$ cat src/rtl/clk_period_monitor.sv
// Clock/strobe period monitor: measures high and low phase widths of mon_in in clk
// cycles, flags out-of-tolerance periods, tracks lock and detects a stopped clock.
module clk_period_monitor #(
  parameter int CNT_W    = 16,
  parameter int EXP_HIGH = 5,
  parameter int EXP_LOW  = 5,
  parameter int TOL      = 0,
  parameter int LOCK_CNT = 4,
  parameter int TIMEOUT  = 64
) (
  input  logic             clk,
  input  logic             rst_n,
  input  logic             en,
  input  logic             clr_err,
  input  logic             mon_in,
  output logic [CNT_W-1:0] high_cnt,
  output logic [CNT_W-1:0] low_cnt,
  output logic             meas_valid,
  output logic             period_err,
  output logic             err_sticky,
  output logic             locked,
  output logic             timeout
);

  typedef enum logic [1:0] {
    IDLE      = 2'd0,
    WAIT_EDGE = 2'd1,
    MEAS_HIGH = 2'd2,
    MEAS_LOW  = 2'd3
  } state_t;

  localparam int GW = (LOCK_CNT < 2) ? 1 : $clog2(LOCK_CNT + 1);
  localparam logic [CNT_W:0]   EXP_H_V = (CNT_W + 1)'(EXP_HIGH);
  localparam logic [CNT_W:0]   EXP_L_V = (CNT_W + 1)'(EXP_LOW);
  localparam logic [CNT_W:0]   TOL_V   = (CNT_W + 1)'(TOL);
  localparam logic [CNT_W-1:0] TMO_V   = CNT_W'(TIMEOUT);
  localparam logic [CNT_W-1:0] CNT_MAX = {CNT_W{1'b1}};
  localparam logic [GW-1:0]    LOCK_V  = GW'(LOCK_CNT);

  state_t            state;
  state_t            state_nxt;
  logic              sync1;
  logic              mon_s;
  logic              mon_d;
  logic              rise;
  logic              fall;
  logic [CNT_W-1:0]  cnt;
  logic [GW-1:0]     good_cnt;
  logic              cap_high;
  logic              cap_low;
  logic              tmo_hit;
  logic              bad_period;

  function automatic logic [CNT_W:0] abs_diff(input logic [CNT_W:0] a, input logic [CNT_W:0] b);
    return (a >= b) ? (a - b) : (b - a);
  endfunction

  assign rise = mon_s & ~mon_d;
  assign fall = ~mon_s & mon_d;

  // The low width is still in cnt on the closing rise; high_cnt was captured at the fall.
  assign bad_period = (abs_diff({1'b0, high_cnt}, EXP_H_V) > TOL_V) ||
                      (abs_diff({1'b0, cnt}, EXP_L_V) > TOL_V);

  // State register.
  always_ff @(posedge clk) begin
    if (!rst_n) begin
      state <= IDLE;
    end else begin
      state <= state_nxt;
    end
  end

  // Next-state and per-cycle control strobes; disable overrides everything.
  always_comb begin
    state_nxt = state;
    cap_high  = 1'b0;
    cap_low   = 1'b0;
    tmo_hit   = 1'b0;
    if (!en) begin
      state_nxt = IDLE;
    end else if (state != IDLE && cnt == TMO_V && !rise && !fall) begin
      tmo_hit   = 1'b1;
      state_nxt = WAIT_EDGE;
    end else begin
      case (state)
        IDLE:      state_nxt = WAIT_EDGE;
        WAIT_EDGE: if (rise) state_nxt = MEAS_HIGH; else state_nxt = WAIT_EDGE;
        MEAS_HIGH: begin
          if (fall) begin
            cap_high  = 1'b1;
            state_nxt = MEAS_LOW;
          end else begin
            state_nxt = MEAS_HIGH;
          end
        end
        MEAS_LOW: begin
          if (rise) begin
            cap_low   = 1'b1;
            state_nxt = MEAS_HIGH;
          end else begin
            state_nxt = MEAS_LOW;
          end
        end
        default:   state_nxt = IDLE;
      endcase
    end
  end

  // Synchronizer, phase counter, measurement registers and lock/timeout tracking.
  always_ff @(posedge clk) begin
    if (!rst_n) begin
      sync1      <= 1'b0;
      mon_s      <= 1'b0;
      mon_d      <= 1'b0;
      cnt        <= '0;
      good_cnt   <= '0;
      high_cnt   <= '0;
      low_cnt    <= '0;
      meas_valid <= 1'b0;
      period_err <= 1'b0;
      err_sticky <= 1'b0;
      locked     <= 1'b0;
      timeout    <= 1'b0;
    end else begin
      sync1      <= mon_in;
      mon_s      <= sync1;
      mon_d      <= mon_s;
      meas_valid <= 1'b0;
      period_err <= 1'b0;

      if (state == IDLE || rise || fall) begin
        cnt <= CNT_W'(1);
      end else if (cnt != CNT_MAX) begin
        cnt <= cnt + CNT_W'(1);
      end

      if (!en) begin
        good_cnt <= '0;
        locked   <= 1'b0;
        timeout  <= 1'b0;
      end else if (tmo_hit) begin
        good_cnt <= '0;
        locked   <= 1'b0;
        timeout  <= 1'b1;
      end else begin
        if (rise) begin
          timeout <= 1'b0;
        end
        if (cap_high) begin
          high_cnt <= cnt;
        end
        if (cap_low) begin
          low_cnt    <= cnt;
          meas_valid <= 1'b1;
          period_err <= bad_period;
          if (bad_period) begin
            good_cnt <= '0;
            locked   <= 1'b0;
          end else begin
            if (good_cnt != LOCK_V) begin
              good_cnt <= good_cnt + GW'(1);
            end
            locked <= (good_cnt >= LOCK_V - GW'(1));
          end
        end
      end

      // A new error wins over a simultaneous clear.
      if (cap_low && bad_period) begin
        err_sticky <= 1'b1;
      end else if (clr_err) begin
        err_sticky <= 1'b0;
      end
    end
  end

endmodule

$ cat config.mk
export PLATFORM = sky130hd
export DESIGN_NAME = clk_period_monitor
export DESIGN_NICKNAME = d
export VERILOG_FILES = /design/src/rtl/clk_period_monitor.sv
export SDC_FILE = /design/constraint.sdc
export NUM_CORES = 1
export LEC_CHECK = 0
export ABC_CLOCK_PERIOD_IN_PS = 3040
export CAP_MARGIN = 20
export CORE_ASPECT_RATIO = 0.7
export CORE_MARGIN = 3
export CORE_UTILIZATION = 27
export DETAILED_ROUTE_END_ITERATION = 7
export DONT_BUFFER_PORTS = 1
export PLACE_DENSITY_LB_ADDON = 0.2
export SLEW_MARGIN = 10
export SYNTH_ARGS = -nofsm -noshare
export SYNTH_HDL_FRONTEND = slang
export SYNTH_SLANG_ARGS = --single-unit
$ cat constraint.sdc
create_clock -name clk -period 3.04 [get_ports clk]
set_clock_uncertainty 0.1 [all_clocks]
set_input_delay 0.76 -clock clk [delete_from_list [all_inputs] [get_ports clk]]
set_output_delay 0.76 -clock clk [all_outputs]
set_load 0.005 [all_outputs]
-- Yosys cells after proc, flatten, opt, wreduce, memory -nomap -nowiden
Cells that the tools add are included.
W data, S select, Z words.
- input bits: 5
- output and inout port bits: 37
- register bits: 61
- word-level logic and storage cells: 90
- add/sub/neg operators: 6
- reduce and logical (&&, ||, !) cells: 23
- order comparisons: 5
- mux-type cells: 27
- equality and inequality tests: 6
- bitwise operators: 8
- operator list (operator ; number):
    $gt A17 B1 Y1 const B ; 2
    $mux W17 ; 2
    $sub A16 B3 Y17 const B ; 2
    $sub A3 B16 Y17 const A ; 2
    $ge A16 B3 Y1 const B ; 2
    $mux W1 ; 21
    $add A16 B1 Y16 const B ; 1
    $eq A16 B7 Y1 const B ; 1
    $ne A16 B16 Y1 const B ; 1
    $reduce_bool A2 Y1 ; 5
    $pmux W2 S4 ; 1
    $mux W3 ; 2
    $not A1 Y1 ; 6
    $reduce_and A3 Y1 ; 2
    $reduce_or A3 Y1 ; 2
    $eq A2 B2 Y1 const B ; 2
    $logic_and A1 B1 Y1 ; 4
    $reduce_and A2 Y1 ; 2
    $reduce_or A4 Y1 ; 1
    $add A3 B1 Y3 const B ; 1
    $ge A3 B2 Y1 const B ; 1
    $logic_or A1 B1 Y1 ; 3
    $ne A3 B3 Y1 const B ; 1
    $and A1 B1 Y1 ; 2
    5 further kinds ; 6

-- Depth between registers and ports, before layout
- word-level depth: 9
- depth in mapped cells: 12
- mapped depth without buffers: 10

-- Least setup slack after synthesis
No wires, ideal clock.
- path kind: flip-flop to flip-flop
- start: reg cnt[4]
- end: reg err_sticky
- period minus slack after synthesis: 2762 ps
- data arrival time: 2547 ps
- buffers on the path: 3
- setup time: 115 ps
- required time: 2825 ps
- slack: 278 ps
- cell stages (with the launch flop): 12
- path through: dfxtp_1 -> buf_6 -> or4_4 -> buf_6 -> or2_2 -> a2111oi_1 -> xor2_1 -> nor4_1 -> and4_1 -> buf_4 -> o22ai_1 -> and2_1
- cells in the longest elaborated chain, start to end: 8
- elaborated cells on any way between the ends: 15
- those cells by class: add/sub: 2; order compare: 2; eq/ne: 1; mux: 4; reduce/logical: 6
- RTL lines (element ; line ; source):
    from (decl) ; 47 ; logic [CNT_W-1:0] cnt;
    from (signal assigned) ; 135 ; cnt <= cnt + CNT_W'(1);
    branches (longest 6 deep; another with $sub A3 B16 Y17) ; -- ;
    $logic_and A1 B1 Y1 (*) ; 170 ; if (cap_low && bad_period) begin
    $mux W1 / $reduce_bool A2 Y1 (equally long branches) ; -- ;
    to (signal assigned) ; 122 ; err_sticky <= 1'b0;
    to (signal assigned) ; 171 ; err_sticky <= 1'b1;
    to (signal assigned) ; 173 ; err_sticky <= 1'b0;
    to (decl) ; 20 ; output logic err_sticky,
Mark *: on every way between the ends.
A chain may end at the register's enable or synchronous reset.

-- Worst setup path in the final report
- start: reg cnt[3]
- end: reg good_cnt[1]
- cells in the longest elaborated chain, start to end: 7
- elaborated cells on any way between the ends: 18
- those cells by class: add/sub: 2; order compare: 2; eq/ne: 1; mux: 6; reduce/logical: 7
- RTL lines (element ; line ; source):
    branches (longest 7 deep; another with $sub A3 B16 Y17) ; -- ;
    to (signal assigned) ; 162 ; good_cnt <= good_cnt + GW'(1);
    to (decl) ; 48 ; logic [GW-1:0] good_cnt;
Several ways; the timed one is not identified.

==> impl_metrics.tcl <==
set metrics [dict create \
    post_drt_wl_per_cell_um 17.42 \
    netlist_instances 422 \
    hp-class "register to register" \
    cts_tree "built" \
    dr.pass1.iters 4 \
    min_to "mon_s" \
    die_h_um 100.2 \
    clock_path_buffers 2 \
    slowest_delay_ns 0.54 \
    yosysSeqAreaShare_pct 35.69 \
    synth-edff-count 0 \
    endpoint_kind "register" \
    worst_slew_pin_slew_ns 0.6619 \
    wl_mm 10.61 \
    cp_top_family "simple AND/OR/NAND/NOR gates" \
    finish.instance_area_mm2 0.004134 \
    utilization_pct 34.29 \
    n_fill_cell 1292 \
    hold_viol_final 0 \
    ff2ff_path_depth 9 \
    syn_area_mm2 0.003422 \
    synthFlopType "dfxtp_1" \
    drc 0 \
    arrival_ns 3.00 \
    rows 33 \
    portBuffers 0 \
    startpoint "cnt[3]" \
    synth.distinct_cells 56 \
    grt_remaining_overflow 0 \
    clk_pin_slew_ns 0.05 \
    clk_latency_ns 0.33 \
    setup_viol 0 \
    grt_max_degree 42 \
    drive_gt1_share_pct 16.59 \
    min_path_cells 1 \
    syn_to_final_growth_pct 20.80 \
    rsz0062_at_grt "no" \
    ios 42 \
    gp_congestion 0.9268 \
    final_common_cell "dfxtp_1" \
    ant_nets 0 \
    hpwl_mm 7.790 \
    syn_nets 439 \
    ys_warn_count 0 \
    r2r_end "good_cnt[1]" \
    path_max_fanout 7 \
    p_leak_nw 1.655 \
    async_flop_share_pct 0 \
    cp_cell_sequence "or4_4 > buf_4 > nor4_1 > a22oi_1 > a2bb2oi_1 > o221a_2 > and4_4 > nand4_1 > a31oi_1" \
    rrSetupSlack_ns 0.20 \
    grt_pass1_vias 2970 \
    grtUsageTotal_pct 15.36 \
    antenna_cells 0 \
    setup_tns_ns 0 \
    antenna_found_initial 0 \
    min_period_over_period_pct 93.44 \
    synth-seq-cells 61 \
    cap_violations 0 \
    status "complete, no violations" \
    vias 3121 \
    max_freq_mhz 352.0 \
    layout_common_cells "dfxtp_1, nand2_1, buf_4" \
    grt_pass1_wl_mm 16.86 \
    slowest_stage "or4_4" \
    die-area_mm2 0.01408 \
    h-tree-depth 3 \
    crit_path_start_kind "register" \
    dr.first_iter.drc_count 174 \
    cts_buffers 9 \
    via_per_inst 5.125 \
    slew_headroom_pct 55.87 \
    crit_buf_inv 1 \
    postCtsSetupRepairBufs 0 \
    period_needed_ns 2.841 \
    die_w_um 140.6 \
    clock-sinks 61 \
    root_buffer "clkbuf_16" \
    coreArea_mm2 0.01206 \
    drv_slew 0 \
    cp_data_required_time_ns 3.19 \
    nNetsFinal 464 \
    p_per_area_mw_per_mm2 458.9 \
    vdd_drop_max_v 0.0003337 \
    hp-start "sync1" \
    worstReg2RegStart "cnt[3]" \
    syn_avg_cell_area_um2 8.109 \
    worst-setup-path-type "register to register" \
    placedInstanceArea_mm2 0.003806 \
    initial_core_util_pct 28.38 \
]
==> worst reg2reg max path: stages, from the launching register on <==
cell and delay, ns:
dfxtp_1 0.31, or4_4 0.54, buf_4 0.18, nor4_1 0.49
a22oi_1 0.13, a2bb2oi_1 0.21, o221a_2 0.20, and4_4 0.29
nand4_1 0.12, a31oi_1 0.19
==> per-stage QoR <==
step / hold slack, ns / power, W / std cells / setup WS [ns]
floorplan: 0.3119 / 0.0008494 / 422 / 0.2784
finish: 0.3296 / 0.001897 / 609 / 0.1994
global route: 0.3643 / 0.001966 / 609 / 0.01955
global placement: 0.3139 / 0.0008539 / 593 / 0.05148
detailed placement: 0.3187 / 0.0008540 / 593 / 0.03908
CTS: 0.3316 / 0.001927 / 609 / 0.007338
==> flip-flops by register name, summed over array words and instances (netlist names) <==
name	flops
high_cnt	16
locked	1
sync1	1
cnt	16
mon_s	1
low_cnt	16
state	2
err_sticky	1
period_err	1
mon_d	1
timeout	1
meas_valid	1
good_cnt	3
==> synthesized netlist by cell type, types with 11 or more instances <==
| master | instances | share of area (%) |
|---|---|---|
| nor3_1 | 17 | 2.5 |
| nand2_1 | 57 | 6.3 |
| clkbuf_1 | 20 | 2.2 |
| a21oi_1 | 21 | 3.1 |
| a21boi_0 | 17 | 3.7 |
| dfxtp_1 | 61 | 36 |
| o21ai_0 | 13 | 1.9 |
| mux2i_1 | 15 | 4.4 |
| nand3_1 | 11 | 1.6 |
| ha_1 | 12 | 4.4 |
| nor2b_1 | 20 | 3.7 |
| nor2_1 | 33 | 3.6 |
==> how the worst max path moves through the flow <==
| stage | endpoint | slack [ns] | cells after the start |
|---|---|---|---|
| floorplan | err_sticky | 0.28 | 11 |
| global route | good_cnt[1] | 0.02 | 10 |
| detailed placement | good_cnt[1] | 0.04 | 10 |
| CTS | good_cnt[1] | 0.007 | 10 |
| finish | good_cnt[1] | 0.20 | 9 |
| global placement | good_cnt[1] | 0.05 | 10 |
==> layout make-up <==
cell class                      count  area [um^2]  area share (%)
Clock buffer                       11        252.7           6.114
Tap cell                          157        196.4           4.752
Timing Repair Buffer               42        315.3           7.627
Clock inverter                      5        57.56           1.392
Inverter                            9        33.78          0.8172
Multi-Input combinational cell    324         2056           49.73
Sequential cell                    61         1222           29.57
==> cells by family (layout without fill, tap and decap cells) <==
group           count (synthesis)  count (layout)  share of synthesized area (%)
simple gates                  202             202                          31.15
compound gates                 82              82                          16.34
flops                          61              61                          35.69
buf+inv                        37              67                          4.716
mux                            15              15                          4.387
xor+xnor                       13              13                          3.327
fa+ha+maj                      12              12                          4.387
==> power by group <==
group	internal [W]	switching [W]	leakage (nW)
clock	0.000680	0.000380	0.156
sequential	0.000804	0.00000236	0.493
combinational	0.0000149	0.0000160	1.01
==> repair_timing <==
action,CTS,global route
resized for setup,0,6
hold endpoints to repair,0,0
setup endpoints to repair,0,5
hold buffers,0,0
==> layer usage <==
layer	wire [um]	GRT usage [%]	vias to the layer above
met3	754	5.571	6
met4	31	3.127	0
met5	0	0	-
met2	4033	19.85	89
met1	5788	23.83	1482
li1	-	-	1544
No activity file was read; power rests on OpenSTA's default activity.
